<file path="config.mk">
export PLATFORM = sky130hd
export DESIGN_NAME = pipe_ctrl_unit_flat
export DESIGN_NICKNAME = d
export VERILOG_FILES = /design/src/rtl/ctrl_pkg.sv /design/src/rtl/pipe_ctrl_unit_if.sv /design/src/rtl/ctrl_decode.sv /design/src/rtl/pipe_ctrl_unit.sv /design/src/flat_wrapper.sv
export SDC_FILE = /design/constraint.sdc
export NUM_CORES = 1
export LEC_CHECK = 0
export ABC_AREA = 0
export CAP_MARGIN = 25
export CORE_ASPECT_RATIO = 2
export CORE_MARGIN = 10
export CORE_UTILIZATION = 45
export CTS_CLUSTER_SIZE = 8
export DETAILED_ROUTE_END_ITERATION = 12
export PLACE_DENSITY = 0.73
export SYNTH_ARGS = -nofsm -noshare
export SYNTH_HDL_FRONTEND = slang
export SYNTH_SLANG_ARGS = --single-unit
</file>
<file path="constraint.sdc">
create_clock -name clk -period 5.2 [get_ports clk]
set_clock_uncertainty 0.2 [all_clocks]
set_input_delay 0.78 -clock clk [delete_from_list [all_inputs] [get_ports clk]]
set_output_delay 0.78 -clock clk [all_outputs]
set_load 0.01 [all_outputs]
</file>
<file path="src/rtl/ctrl_pkg.sv">
// Shared encodings for the pipelined control unit: opcodes, ALU ops,
// forwarding selects and the per-stage control word.
package ctrl_pkg;

  localparam logic [3:0] OP_NOP  = 4'b0000;
  localparam logic [3:0] OP_ST   = 4'b0011;
  localparam logic [3:0] OP_ADD  = 4'b0100;
  localparam logic [3:0] OP_INC  = 4'b0101;
  localparam logic [3:0] OP_NEG  = 4'b0110;
  localparam logic [3:0] OP_SUB  = 4'b0111;
  localparam logic [3:0] OP_J    = 4'b1000;
  localparam logic [3:0] OP_BRZ  = 4'b1001;
  localparam logic [3:0] OP_JM   = 4'b1010;
  localparam logic [3:0] OP_BRN  = 4'b1011;
  localparam logic [3:0] OP_LD   = 4'b1110;
  localparam logic [3:0] OP_SVPC = 4'b1111;

  localparam logic [3:0] ALU_ADD  = 4'b0000;
  localparam logic [3:0] ALU_INC  = 4'b0001;
  localparam logic [3:0] ALU_NEG  = 4'b0010;
  localparam logic [3:0] ALU_SUB  = 4'b0011;
  localparam logic [3:0] ALU_PASS = 4'b0100;

  localparam logic [1:0] FWD_RF  = 2'b00;
  localparam logic [1:0] FWD_MEM = 2'b01;
  localparam logic [1:0] FWD_WB  = 2'b10;

  typedef struct packed {
    logic       reg_write;
    logic       mem_to_reg;
    logic [1:0] alu_src1;
    logic       alu_src2;
    logic       branch_n;
    logic       branch_z;
    logic       jump;
    logic       jump_mem;
    logic       mem_read;
    logic       mem_write;
    logic [3:0] alu_op;
  } ctrl_t;

  // Bubble / NOP word: everything off, ALU passes through.
  localparam ctrl_t CTRL_DEFAULT = ctrl_t'({11'b0, ALU_PASS});

  // MEM result is younger than WB, so it wins when both match.
  function automatic logic [1:0] fwd_select(input logic mem_hit, input logic wb_hit);
    return mem_hit ? FWD_MEM : (wb_hit ? FWD_WB : FWD_RF);
  endfunction

endpackage

</file>
<file path="src/rtl/pipe_ctrl_unit_if.sv">
// ID-side inputs and control/hazard outputs of the pipelined control unit.
interface pipe_ctrl_unit_if #(
  parameter int OPW  = 4,
  parameter int RAW  = 6,
  parameter int CNTW = 16
);
  import ctrl_pkg::*;

  logic            id_valid;
  logic [OPW-1:0]  id_opcode;
  logic [RAW-1:0]  id_rs;
  logic [RAW-1:0]  id_rt;
  logic [RAW-1:0]  id_rd;
  logic            ex_z;
  logic            ex_n;

  logic            stall;
  logic            flush;
  logic            flush_mem;
  ctrl_t           ex_ctrl;
  ctrl_t           mem_ctrl;
  ctrl_t           wb_ctrl;
  logic            ex_valid;
  logic            mem_valid;
  logic            wb_valid;
  logic [1:0]      fwd_a;
  logic [1:0]      fwd_b;
  logic            illegal;
  logic [CNTW-1:0] stall_cnt;
  logic [CNTW-1:0] flush_cnt;

  modport master (
    output id_valid, id_opcode, id_rs, id_rt, id_rd, ex_z, ex_n,
    input  stall, flush, flush_mem, ex_ctrl, mem_ctrl, wb_ctrl,
           ex_valid, mem_valid, wb_valid, fwd_a, fwd_b, illegal,
           stall_cnt, flush_cnt
  );

  modport slave (
    input  id_valid, id_opcode, id_rs, id_rt, id_rd, ex_z, ex_n,
    output stall, flush, flush_mem, ex_ctrl, mem_ctrl, wb_ctrl,
           ex_valid, mem_valid, wb_valid, fwd_a, fwd_b, illegal,
           stall_cnt, flush_cnt
  );

endinterface

</file>
<file path="src/rtl/ctrl_decode.sv">
// Combinational opcode decoder: control word plus register-usage flags.
module ctrl_decode
  import ctrl_pkg::*;
#(
  parameter int OPW = 4
) (
  input  logic [OPW-1:0] opcode,
  output ctrl_t          ctrl,
  output logic           illegal,
  output logic           uses_rs,
  output logic           uses_rt,
  output logic           writes_rd
);

  logic [3:0] op4;
  logic       hi_bad;

  assign op4    = opcode[3:0];
  assign hi_bad = (opcode >> 4) != '0;

  // Table decode; illegal opcodes fall back to the NOP word and read nothing.
  always_comb begin
    ctrl      = CTRL_DEFAULT;
    illegal   = 1'b0;
    uses_rs   = 1'b1;
    uses_rt   = 1'b0;
    writes_rd = 1'b0;
    if (hi_bad) begin
      illegal = 1'b1;
      uses_rs = 1'b0;
    end else begin
      case (op4)
        OP_NOP:  uses_rs = 1'b0;
        OP_SVPC: begin
          ctrl.reg_write = 1'b1;
          ctrl.alu_src1  = 2'b01;
          ctrl.alu_src2  = 1'b1;
          uses_rs        = 1'b0;
          writes_rd      = 1'b1;
        end
        OP_LD: begin
          ctrl.reg_write  = 1'b1;
          ctrl.mem_to_reg = 1'b1;
          ctrl.mem_read   = 1'b1;
          writes_rd       = 1'b1;
        end
        OP_ST: begin
          ctrl.mem_write = 1'b1;
          uses_rt        = 1'b1;
        end
        OP_ADD: begin
          ctrl.reg_write = 1'b1;
          ctrl.alu_op    = ALU_ADD;
          uses_rt        = 1'b1;
          writes_rd      = 1'b1;
        end
        OP_INC: begin
          ctrl.reg_write = 1'b1;
          ctrl.alu_src1  = 2'b10;
          ctrl.alu_op    = ALU_INC;
          writes_rd      = 1'b1;
        end
        OP_NEG: begin
          ctrl.reg_write = 1'b1;
          ctrl.alu_op    = ALU_NEG;
          writes_rd      = 1'b1;
        end
        OP_SUB: begin
          ctrl.reg_write = 1'b1;
          ctrl.alu_op    = ALU_SUB;
          uses_rt        = 1'b1;
          writes_rd      = 1'b1;
        end
        OP_J:    ctrl.jump     = 1'b1;
        OP_BRZ:  ctrl.branch_z = 1'b1;
        OP_BRN:  ctrl.branch_n = 1'b1;
        OP_JM: begin
          ctrl.jump_mem = 1'b1;
          ctrl.mem_read = 1'b1;
        end
        default: begin
          illegal = 1'b1;
          uses_rs = 1'b0;
        end
      endcase
    end
  end

endmodule

</file>
<file path="src/rtl/pipe_ctrl_unit.sv">
// Pipelined control unit: ID decode, EX/MEM/WB control registers,
// load-use stall, branch/jump flush, operand forwarding and event counters.
module pipe_ctrl_unit
  import ctrl_pkg::*;
#(
  parameter int OPW  = 4,
  parameter int RAW  = 6,
  parameter int CNTW = 16
) (
  input  logic            clk,
  input  logic            rst_n,
  pipe_ctrl_unit_if.slave bus
);

  localparam int STAGES = 3;  // vld_pipe index: 1=EX, 2=MEM, 3=WB

  ctrl_t dec_ctrl;
  logic  dec_illegal, dec_rs, dec_rt, dec_wr;

  ctrl_decode #(.OPW(OPW)) u_dec (
    .opcode    (bus.id_opcode),
    .ctrl      (dec_ctrl),
    .illegal   (dec_illegal),
    .uses_rs   (dec_rs),
    .uses_rt   (dec_rt),
    .writes_rd (dec_wr)
  );

  logic [STAGES:1]      vld_pipe_q, vld_pipe_d;
  ctrl_t                ex_ctrl_q, ex_ctrl_d;
  ctrl_t                mem_ctrl_q, mem_ctrl_d;
  ctrl_t                wb_ctrl_q, wb_ctrl_d;
  logic [1:0][RAW-1:0]  ex_src_q, ex_src_d;  // [0]=rs, [1]=rt
  logic [RAW-1:0]       ex_rd_q, ex_rd_d;
  logic [RAW-1:0]       mem_rd_q, mem_rd_d;
  logic [RAW-1:0]       wb_rd_q, wb_rd_d;
  logic                 illegal_q, illegal_d;
  logic [CNTW-1:0]      stall_cnt_q, stall_cnt_d;
  logic [CNTW-1:0]      flush_cnt_q, flush_cnt_d;

  logic                 flush_mem_c, flush_ex_c, flush_c, hazard_c, stall_c, id_take;
  logic [1:0][1:0]      fwd;

  // Redirects and load-use detection; any redirect overrides the stall.
  always_comb begin
    flush_mem_c = vld_pipe_q[2] & mem_ctrl_q.jump_mem;
    flush_ex_c  = vld_pipe_q[1] & (ex_ctrl_q.jump |
                                   (ex_ctrl_q.branch_z & bus.ex_z) |
                                   (ex_ctrl_q.branch_n & bus.ex_n));
    flush_c     = flush_ex_c | flush_mem_c;
    hazard_c    = bus.id_valid & vld_pipe_q[1] & ex_ctrl_q.mem_read & ~ex_ctrl_q.jump_mem &
                  ((dec_rs & (ex_rd_q == bus.id_rs)) | (dec_rt & (ex_rd_q == bus.id_rt)));
    stall_c     = hazard_c & ~flush_c;
  end

  // One forwarding mux select per EX operand.
  for (genvar g = 0; g < 2; g++) begin : g_fwd
    assign fwd[g] = fwd_select(
      vld_pipe_q[2] & mem_ctrl_q.reg_write & ~mem_ctrl_q.mem_to_reg & (mem_rd_q == ex_src_q[g]),
      vld_pipe_q[3] & wb_ctrl_q.reg_write & (wb_rd_q == ex_src_q[g]));
  end

  // Stage advance: bubbles replace whatever a stall or redirect kills.
  // rd is zeroed for non-writers so a stale field can never match.
  always_comb begin
    id_take     = bus.id_valid & ~stall_c & ~flush_c;
    vld_pipe_d  = {vld_pipe_q[2], vld_pipe_q[1] & ~flush_mem_c, id_take};
    ex_ctrl_d   = id_take ? dec_ctrl : CTRL_DEFAULT;
    ex_src_d    = id_take ? {bus.id_rt, bus.id_rs} : '0;
    ex_rd_d     = (id_take & dec_wr) ? bus.id_rd : '0;
    mem_ctrl_d  = flush_mem_c ? CTRL_DEFAULT : ex_ctrl_q;
    mem_rd_d    = flush_mem_c ? '0 : ex_rd_q;
    wb_ctrl_d   = mem_ctrl_q;
    wb_rd_d     = mem_rd_q;
    illegal_d   = id_take & dec_illegal;
    stall_cnt_d = stall_cnt_q;
    if (stall_c && (stall_cnt_q != '1)) stall_cnt_d = stall_cnt_q + CNTW'(1);
    flush_cnt_d = flush_cnt_q;
    if (flush_c && (flush_cnt_q != '1)) flush_cnt_d = flush_cnt_q + CNTW'(1);
  end

  // Stage registers and counters; reset drops all in-flight state.
  always_ff @(posedge clk or negedge rst_n) begin
    if (!rst_n) begin
      vld_pipe_q  <= '0;
      ex_ctrl_q   <= CTRL_DEFAULT;
      mem_ctrl_q  <= CTRL_DEFAULT;
      wb_ctrl_q   <= CTRL_DEFAULT;
      ex_src_q    <= '0;
      ex_rd_q     <= '0;
      mem_rd_q    <= '0;
      wb_rd_q     <= '0;
      illegal_q   <= 1'b0;
      stall_cnt_q <= '0;
      flush_cnt_q <= '0;
    end else begin
      vld_pipe_q  <= vld_pipe_d;
      ex_ctrl_q   <= ex_ctrl_d;
      mem_ctrl_q  <= mem_ctrl_d;
      wb_ctrl_q   <= wb_ctrl_d;
      ex_src_q    <= ex_src_d;
      ex_rd_q     <= ex_rd_d;
      mem_rd_q    <= mem_rd_d;
      wb_rd_q     <= wb_rd_d;
      illegal_q   <= illegal_d;
      stall_cnt_q <= stall_cnt_d;
      flush_cnt_q <= flush_cnt_d;
    end
  end

  assign bus.stall     = stall_c;
  assign bus.flush     = flush_c;
  assign bus.flush_mem = flush_mem_c;
  assign bus.ex_ctrl   = ex_ctrl_q;
  assign bus.mem_ctrl  = mem_ctrl_q;
  assign bus.wb_ctrl   = wb_ctrl_q;
  assign bus.ex_valid  = vld_pipe_q[1];
  assign bus.mem_valid = vld_pipe_q[2];
  assign bus.wb_valid  = vld_pipe_q[3];
  assign bus.fwd_a     = fwd[0];
  assign bus.fwd_b     = fwd[1];
  assign bus.illegal   = illegal_q;
  assign bus.stall_cnt = stall_cnt_q;
  assign bus.flush_cnt = flush_cnt_q;

endmodule

</file>
<file path="src/flat_wrapper.sv">
// flat-port wrapper written by rule: the top's interface ports become plain ports
module pipe_ctrl_unit_flat import ctrl_pkg::*;
#(
  parameter int OPW  = 4,
  parameter int RAW  = 6,
  parameter int CNTW = 16
)
  (clk, rst_n, bus_id_valid, bus_id_opcode, bus_id_rs, bus_id_rt, bus_id_rd, bus_ex_z, bus_ex_n, bus_stall, bus_flush, bus_flush_mem, bus_ex_ctrl, bus_mem_ctrl, bus_wb_ctrl, bus_ex_valid, bus_mem_valid, bus_wb_valid, bus_fwd_a, bus_fwd_b, bus_illegal, bus_stall_cnt, bus_flush_cnt);
  pipe_ctrl_unit_if #(.OPW(OPW), .RAW(RAW), .CNTW(CNTW)) bus_i ();
  input  logic clk;
  input  logic rst_n;
  input wire logic [$bits(bus_i.id_valid)-1:0] bus_id_valid;
  input wire logic [$bits(bus_i.id_opcode)-1:0] bus_id_opcode;
  input wire logic [$bits(bus_i.id_rs)-1:0] bus_id_rs;
  input wire logic [$bits(bus_i.id_rt)-1:0] bus_id_rt;
  input wire logic [$bits(bus_i.id_rd)-1:0] bus_id_rd;
  input wire logic [$bits(bus_i.ex_z)-1:0] bus_ex_z;
  input wire logic [$bits(bus_i.ex_n)-1:0] bus_ex_n;
  output wire logic [$bits(bus_i.stall)-1:0] bus_stall;
  output wire logic [$bits(bus_i.flush)-1:0] bus_flush;
  output wire logic [$bits(bus_i.flush_mem)-1:0] bus_flush_mem;
  output wire logic [$bits(bus_i.ex_ctrl)-1:0] bus_ex_ctrl;
  output wire logic [$bits(bus_i.mem_ctrl)-1:0] bus_mem_ctrl;
  output wire logic [$bits(bus_i.wb_ctrl)-1:0] bus_wb_ctrl;
  output wire logic [$bits(bus_i.ex_valid)-1:0] bus_ex_valid;
  output wire logic [$bits(bus_i.mem_valid)-1:0] bus_mem_valid;
  output wire logic [$bits(bus_i.wb_valid)-1:0] bus_wb_valid;
  output wire logic [$bits(bus_i.fwd_a)-1:0] bus_fwd_a;
  output wire logic [$bits(bus_i.fwd_b)-1:0] bus_fwd_b;
  output wire logic [$bits(bus_i.illegal)-1:0] bus_illegal;
  output wire logic [$bits(bus_i.stall_cnt)-1:0] bus_stall_cnt;
  output wire logic [$bits(bus_i.flush_cnt)-1:0] bus_flush_cnt;
  assign bus_i.id_valid = bus_id_valid;
  assign bus_i.id_opcode = bus_id_opcode;
  assign bus_i.id_rs = bus_id_rs;
  assign bus_i.id_rt = bus_id_rt;
  assign bus_i.id_rd = bus_id_rd;
  assign bus_i.ex_z = bus_ex_z;
  assign bus_i.ex_n = bus_ex_n;
  assign bus_stall = bus_i.stall;
  assign bus_flush = bus_i.flush;
  assign bus_flush_mem = bus_i.flush_mem;
  assign bus_ex_ctrl = bus_i.ex_ctrl;
  assign bus_mem_ctrl = bus_i.mem_ctrl;
  assign bus_wb_ctrl = bus_i.wb_ctrl;
  assign bus_ex_valid = bus_i.ex_valid;
  assign bus_mem_valid = bus_i.mem_valid;
  assign bus_wb_valid = bus_i.wb_valid;
  assign bus_fwd_a = bus_i.fwd_a;
  assign bus_fwd_b = bus_i.fwd_b;
  assign bus_illegal = bus_i.illegal;
  assign bus_stall_cnt = bus_i.stall_cnt;
  assign bus_flush_cnt = bus_i.flush_cnt;
  pipe_ctrl_unit #(.OPW(OPW), .RAW(RAW), .CNTW(CNTW)) u_core (.clk(clk), .rst_n(rst_n), .bus(bus_i));
endmodule
</file>
After elaboration in Yosys (flattened, before gate mapping)
Index checks and enable logic that the tools add are counted.

Flip-flop bits (word level): 111. Bits of input ports: 27. Word-level logic and storage cells: 126.

Add/subtract/negate cells: 2. Mux-type cells: 23. Eq/ne operators: 19. Reduce and logical (&&, ||, !) cells: 8. Bitwise operators: 32.

Operator list (count): 6-bit equality test (6); 16-bit by 1-bit adder with 16-bit output (second input constant) (2); 16-bit != test (second input constant) (2); 15-bit two-way mux (2); 4-bit equality test (second input constant) (6); 1-bit AND (23); 4-bit by 3-bit equality test with 1-bit output (second input constant) (4); 1-bit two-way mux (12); 12-bit two-way mux (1); 6-bit two-way mux (2); 3-bit case mux with 4 select lines (1); 12-bit OR reduction (1); 10-bit OR reduction (1); 2-bit two-way mux (4); 6-bit OR reduction (1); 1-bit NOT (5); 4-bit by 2-bit equality test with 1-bit output (second input constant) (1); 4-bit zero test (1); 1-bit OR (4); 2-bit case mux with 2 select lines (1); 3-bit OR reduction (1); 1-bit logical AND (2); 2-bit OR reduction (1).

Logic depth before layout (Yosys ltp)
Depth after elaboration: 12. Gate-level depth with buffers: 9. Gate-level depth less buffers: 8.

By module
A second synthesis with hierarchy kept.

Cell total of the unflattened synthesis: 375. Area total of the unflattened synthesis: 4616.9 µm².

By module, submodules not included: pipe_ctrl_unit (cells each 343, area each 4436.8 µm², times used 1); ctrl_decode (cells each 32, area each 180.2 µm², times used 1).

Worst setup path before layout
No wires, ideal clock.

Kind: input to output. Start point: input port bus_id_opcode[1]. End point: output port bus_stall. Arrival time: 2.095 ns. Stages on the path: 7. Buffers on the path: 2. Required time: 4.220 ns. Path slack: 2.125 ns. Cells stage by stage: buf_4 -> nor2b_1 -> o2111ai_1 -> a2111oi_1 -> o21ai_1 -> buf_2 -> inv_1.

Longest elaborated chain between the ends: 7. Elaborated cells on any way between the ends: 19. Those cells by class: 10 x eq/ne; 2 x mux; 5 x bitwise; 2 x reduce/logical.

RTL lines: start, declared (line flat_wrapper.sv:13) `input wire logic [$bits(bus_i.id_opcode)-1:0] bus_id_opcode;`; 4-bit equality test (tied with other cells) (line ctrl_decode.sv:32) `case (op4)`; 10-bit OR reduction (no line) or 3-bit OR reduction (tied branches); 1-bit two-way mux (line ctrl_decode.sv:32); 1-bit AND (line pipe_ctrl_unit.sv:52) `((dec_rs & (ex_rd_q == bus.id_rs)) | (dec_rt & (ex_rd_q == bus.id_rt)));`; 1-bit OR * (line pipe_ctrl_unit.sv:52); 1-bit AND * (line pipe_ctrl_unit.sv:51) `hazard_c = bus.id_valid & vld_pipe_q[1] & ex_ctrl_q.mem_read & ~ex_ctrl_q.jump_mem &`; 1-bit AND * (line pipe_ctrl_unit.sv:53) `stall_c = hazard_c & ~flush_c;`; end, declared (line flat_wrapper.sv:19) `output wire logic [$bits(bus_i.stall)-1:0] bus_stall;`.

Mark *: on every way between the ends. The rest lies on a longest branch, timed or not.

Worst setup path after layout
Ends and elaborated chain as after synthesis.

==> metrics.md <==
| Metric | Value |
|---|---|
| Synth top area share | `0.598` |
| Buffers on Ports | `111` |
| Sequential element share of the synthesized area | `0.616` |
| Max Cap Violations | `0` |
| Top cell by count, worst path | `clkdlybuf4s50_1` |
| Max Clk Rate | `236 MHz` |
| VDD IR-drop max | `0.206 mV` |
| Ratio of cells with drive above 1 in the final layout | `0.0552` |
| Avg WL per Cell | `16.7 um` |
| Largest net degree at the start of global routing | `66` |
| Critical Path Start Type | `input port` |
| Top_reg_cell synth | `dfrtp_1` |
| Largest stage delay, worst path | `0.63 ns` |
| H-tree Lvls | `3` |
| Full die area | `14400 um2` |
| Netlist cell types | `41` |
| Area leader, netlist | `dfrtp_1` |
| Area Growth Syn to Fin | `34.9%` |
| Worst EP arrival | `3.26 ns` |
| CP top delay family | `buffers and inverters` |
| DRC Markers | `0` |
| Pwr dens | `295 nW/um2` |
| Status | `complete, no violations` |
| Vias per cell | `4.97` |
| Antenna Nets Post-Route | `0` |
| Cells after synthesis | `368` |
| Core Region | `9640 um2` |
| Fin nets | `513` |
| First-pass GRT wire length | `16800 um` |
| Number of global-route vias before repair | `3350` |
| Setup CP Type | `input port to primary output` |
| Cts hold-fix bufs | `0` |
| Clk buf depth | `2` |
| CP max-delay cell | `clkdlybuf4s50_1` |
| Post-synth EDFFs | `0` |
| Worst path required time | `4.22 ns` |
| Cell Area, Synth | `4400 um2` |
| Syn avg cell area | `11.9 um2` |
| Slack of the worst reg-to-reg path | `2.32 ns` |
| Final Cycle Share | `0.815` |
| Cell with the most instances after synthesis | `dfrtp_1` |
| Commonest cells post-synth | `dfrtp_1 (105), xor2_1 (35), and2_1 (33)` |
| Core Rows | `51` |
| Ys async rst share | `1.00` |
| Crit path cell chain | `clkdlybuf4s50_1 > nor2b_1 > o2111ai_1 > a2111oi_1 > o21ai_1 > buf_4 > inv_1 > clkdlybuf4s50_1` |
| HPWL Detailed | `8240 um` |
| Critical Path End Type | `primary output` |
| Max transition margin | `0.464` |
| Final setup violation count | `0` |
| Antenna diodes | `0` |
| Die Y | `160 um` |
| Width of the chip | `89.9 um` |
| Clock sink count | `108` |
| CTS tree | `built` |
| 1st-pass router iterations | `4` |
| Final wirelength | `10400 um` |
| Worst Tran Pin Value | `0.804 ns` |
| Reg clk slew, reported paths | `0.08 ns` |
| Buffers and inverters on the worst path | `4` |
| Worst Hold Class | `flip-flop to flip-flop` |
| Tot GR Track Use | `0.147` |
| Vias | `3084` |
| YS warnings | `0` |
| TritonCTS Buffers | `9` |
| Leakage | `2.76 nW` |
| RePlAce Congestion | `0.879` |
| Final Non-Filler Cells | `621` |
| Critical path fanouts, max | `16` |
| Initial antenna violation count | `0` |
| Final count of pins violating max slew | `0` |
| Placed Cells | `605` |
| Gr ovfl total | `0` |
| Initial DRC count | `72` |
| Clk_lat worst skew | `0.35 ns` |
| Fin crit period | `4.24 ns` |
| Synth Register Bits | `108` |
| Final hold vios | `0` |
| RSZ-0062 raised after global routing | `false` |
| Setup TNS Final | `0 ns` |
| Root Buffer | `clkbuf_16` |
| Starting Density | `0.456` |
| Post-CTS Setup Inserts | `0` |
| Area contributors post-synth | `dfrtp_1 (60%), xor2_1 (7.0%), xnor2_1 (5.4%), and2_1 (4.7%), nor2_1 (2.5%)` |
| Top-Level Pins | `115` |
| Post-CTS Resized | `0` |
## layer usage
metal	track usage	routed length [um]
met1	0.129	3490
met2	0.289	6010
met3	0.0423	519
met4	0.0750	360
met5	0	0
## cells in the final DEF, fill, tap and decap left out, drive strengths merged, types with 10 or more instances in the layout
master         synthesis  routed
nor3                  10      10
xor2                  35      35
inv                   11      16
nor2                  29      29
clkdlybuf4s50          0     110
nand2                 19      19
nand3                 19      19
xnor2                 27      27
dfrtp                105     105
and2                  33      33
and3                  11      11
## final cells by class
class	count	area [um2]
clock buffer	9	225
inverter	11	41.3
sequential	108	2710
fill	800	3710
timing repair buffer	113	1120
tap	132	165
multi-input combinational	241	1590
clock inverter	7	75.1
## report_power, final
group | switching (mW) | leakage [nW] | internal, mW
Combinational | 0.0829 | 1.17 | 0.0915
Sequential | 0.0348 | 1.45 | 0.871
Clock | 0.327 | 0.145 | 0.344
Total | 0.445 | 2.76 | 1.31
## worst paths after layout
kind                                                   from                                  end  cells past startpoint
hold / removal             u_core.bus.mem_ctrl[9]$_DFF_PN0_      u_core.bus.wb_ctrl[9]$_DFF_PN0_                      0
setup reg to reg                u_core.ex_rd_q[4]$_DFF_PN0_     u_core.bus.ex_ctrl[13]$_DFF_PN0_                      7
hold reg to reg            u_core.bus.mem_ctrl[9]$_DFF_PN0_      u_core.bus.wb_ctrl[9]$_DFF_PN0_                      0
min in group asynchronous                             rst_n  u_core.bus.flush_cnt[6]$_DFFE_PN0P_                      1
max in group asynchronous                             rst_n          u_core.wb_rd_q[2]$_DFF_PN0_                      2
setup / recovery                           bus_id_opcode[1]                            bus_stall                      8
## registers in the layout, indices dropped and copies added, names as in the netlist
name                  flops
u_core.bus.flush_cnt     16
u_core.ex_src_q          12
u_core.bus.wb_ctrl       14
u_core.bus.stall_cnt     16
u_core.wb_rd_q            6
u_core.bus.mem_ctrl      14
u_core.vld_pipe_q         3
u_core.bus.illegal        1
u_core.ex_rd_q            6
u_core.mem_rd_q           6
u_core.bus.ex_ctrl       14
## through the flow
step | util | hold WS, ns | instance area [um2] | setup WS [ns] | total power [mW]
detailed placement | 0.584 | 0.159 | 5630 | 1.00 | 1.10
global placement | 0.584 | 0.157 | 5630 | 1.05 | 1.10
floorplan | - | 0.177 | 4400 | 2.13 | 0.994
finish | 0.615 | 0.176 | 5930 | 0.963 | 1.75
CTS | 0.615 | 0.178 | 5930 | 0.981 | 1.78
global route | 0.615 | 0.185 | 5930 | 0.828 | 1.83
## cells by family after synthesis
kind of cell | Yosys count | share of synthesized area
muxes | 3 | 0.00740
and+or+nand+nor | 156 | 0.193
DFF | 108 | 0.616
xor gates and xnor gates | 62 | 0.124
adders and majority gates | 2 | 0.00569
buffers and inverters | 21 | 0.0236
AOI/OAI and AO/OA | 15 | 0.0305
other | 1 | 0.000853
Note: power is estimated with default switching activity, not from simulation.
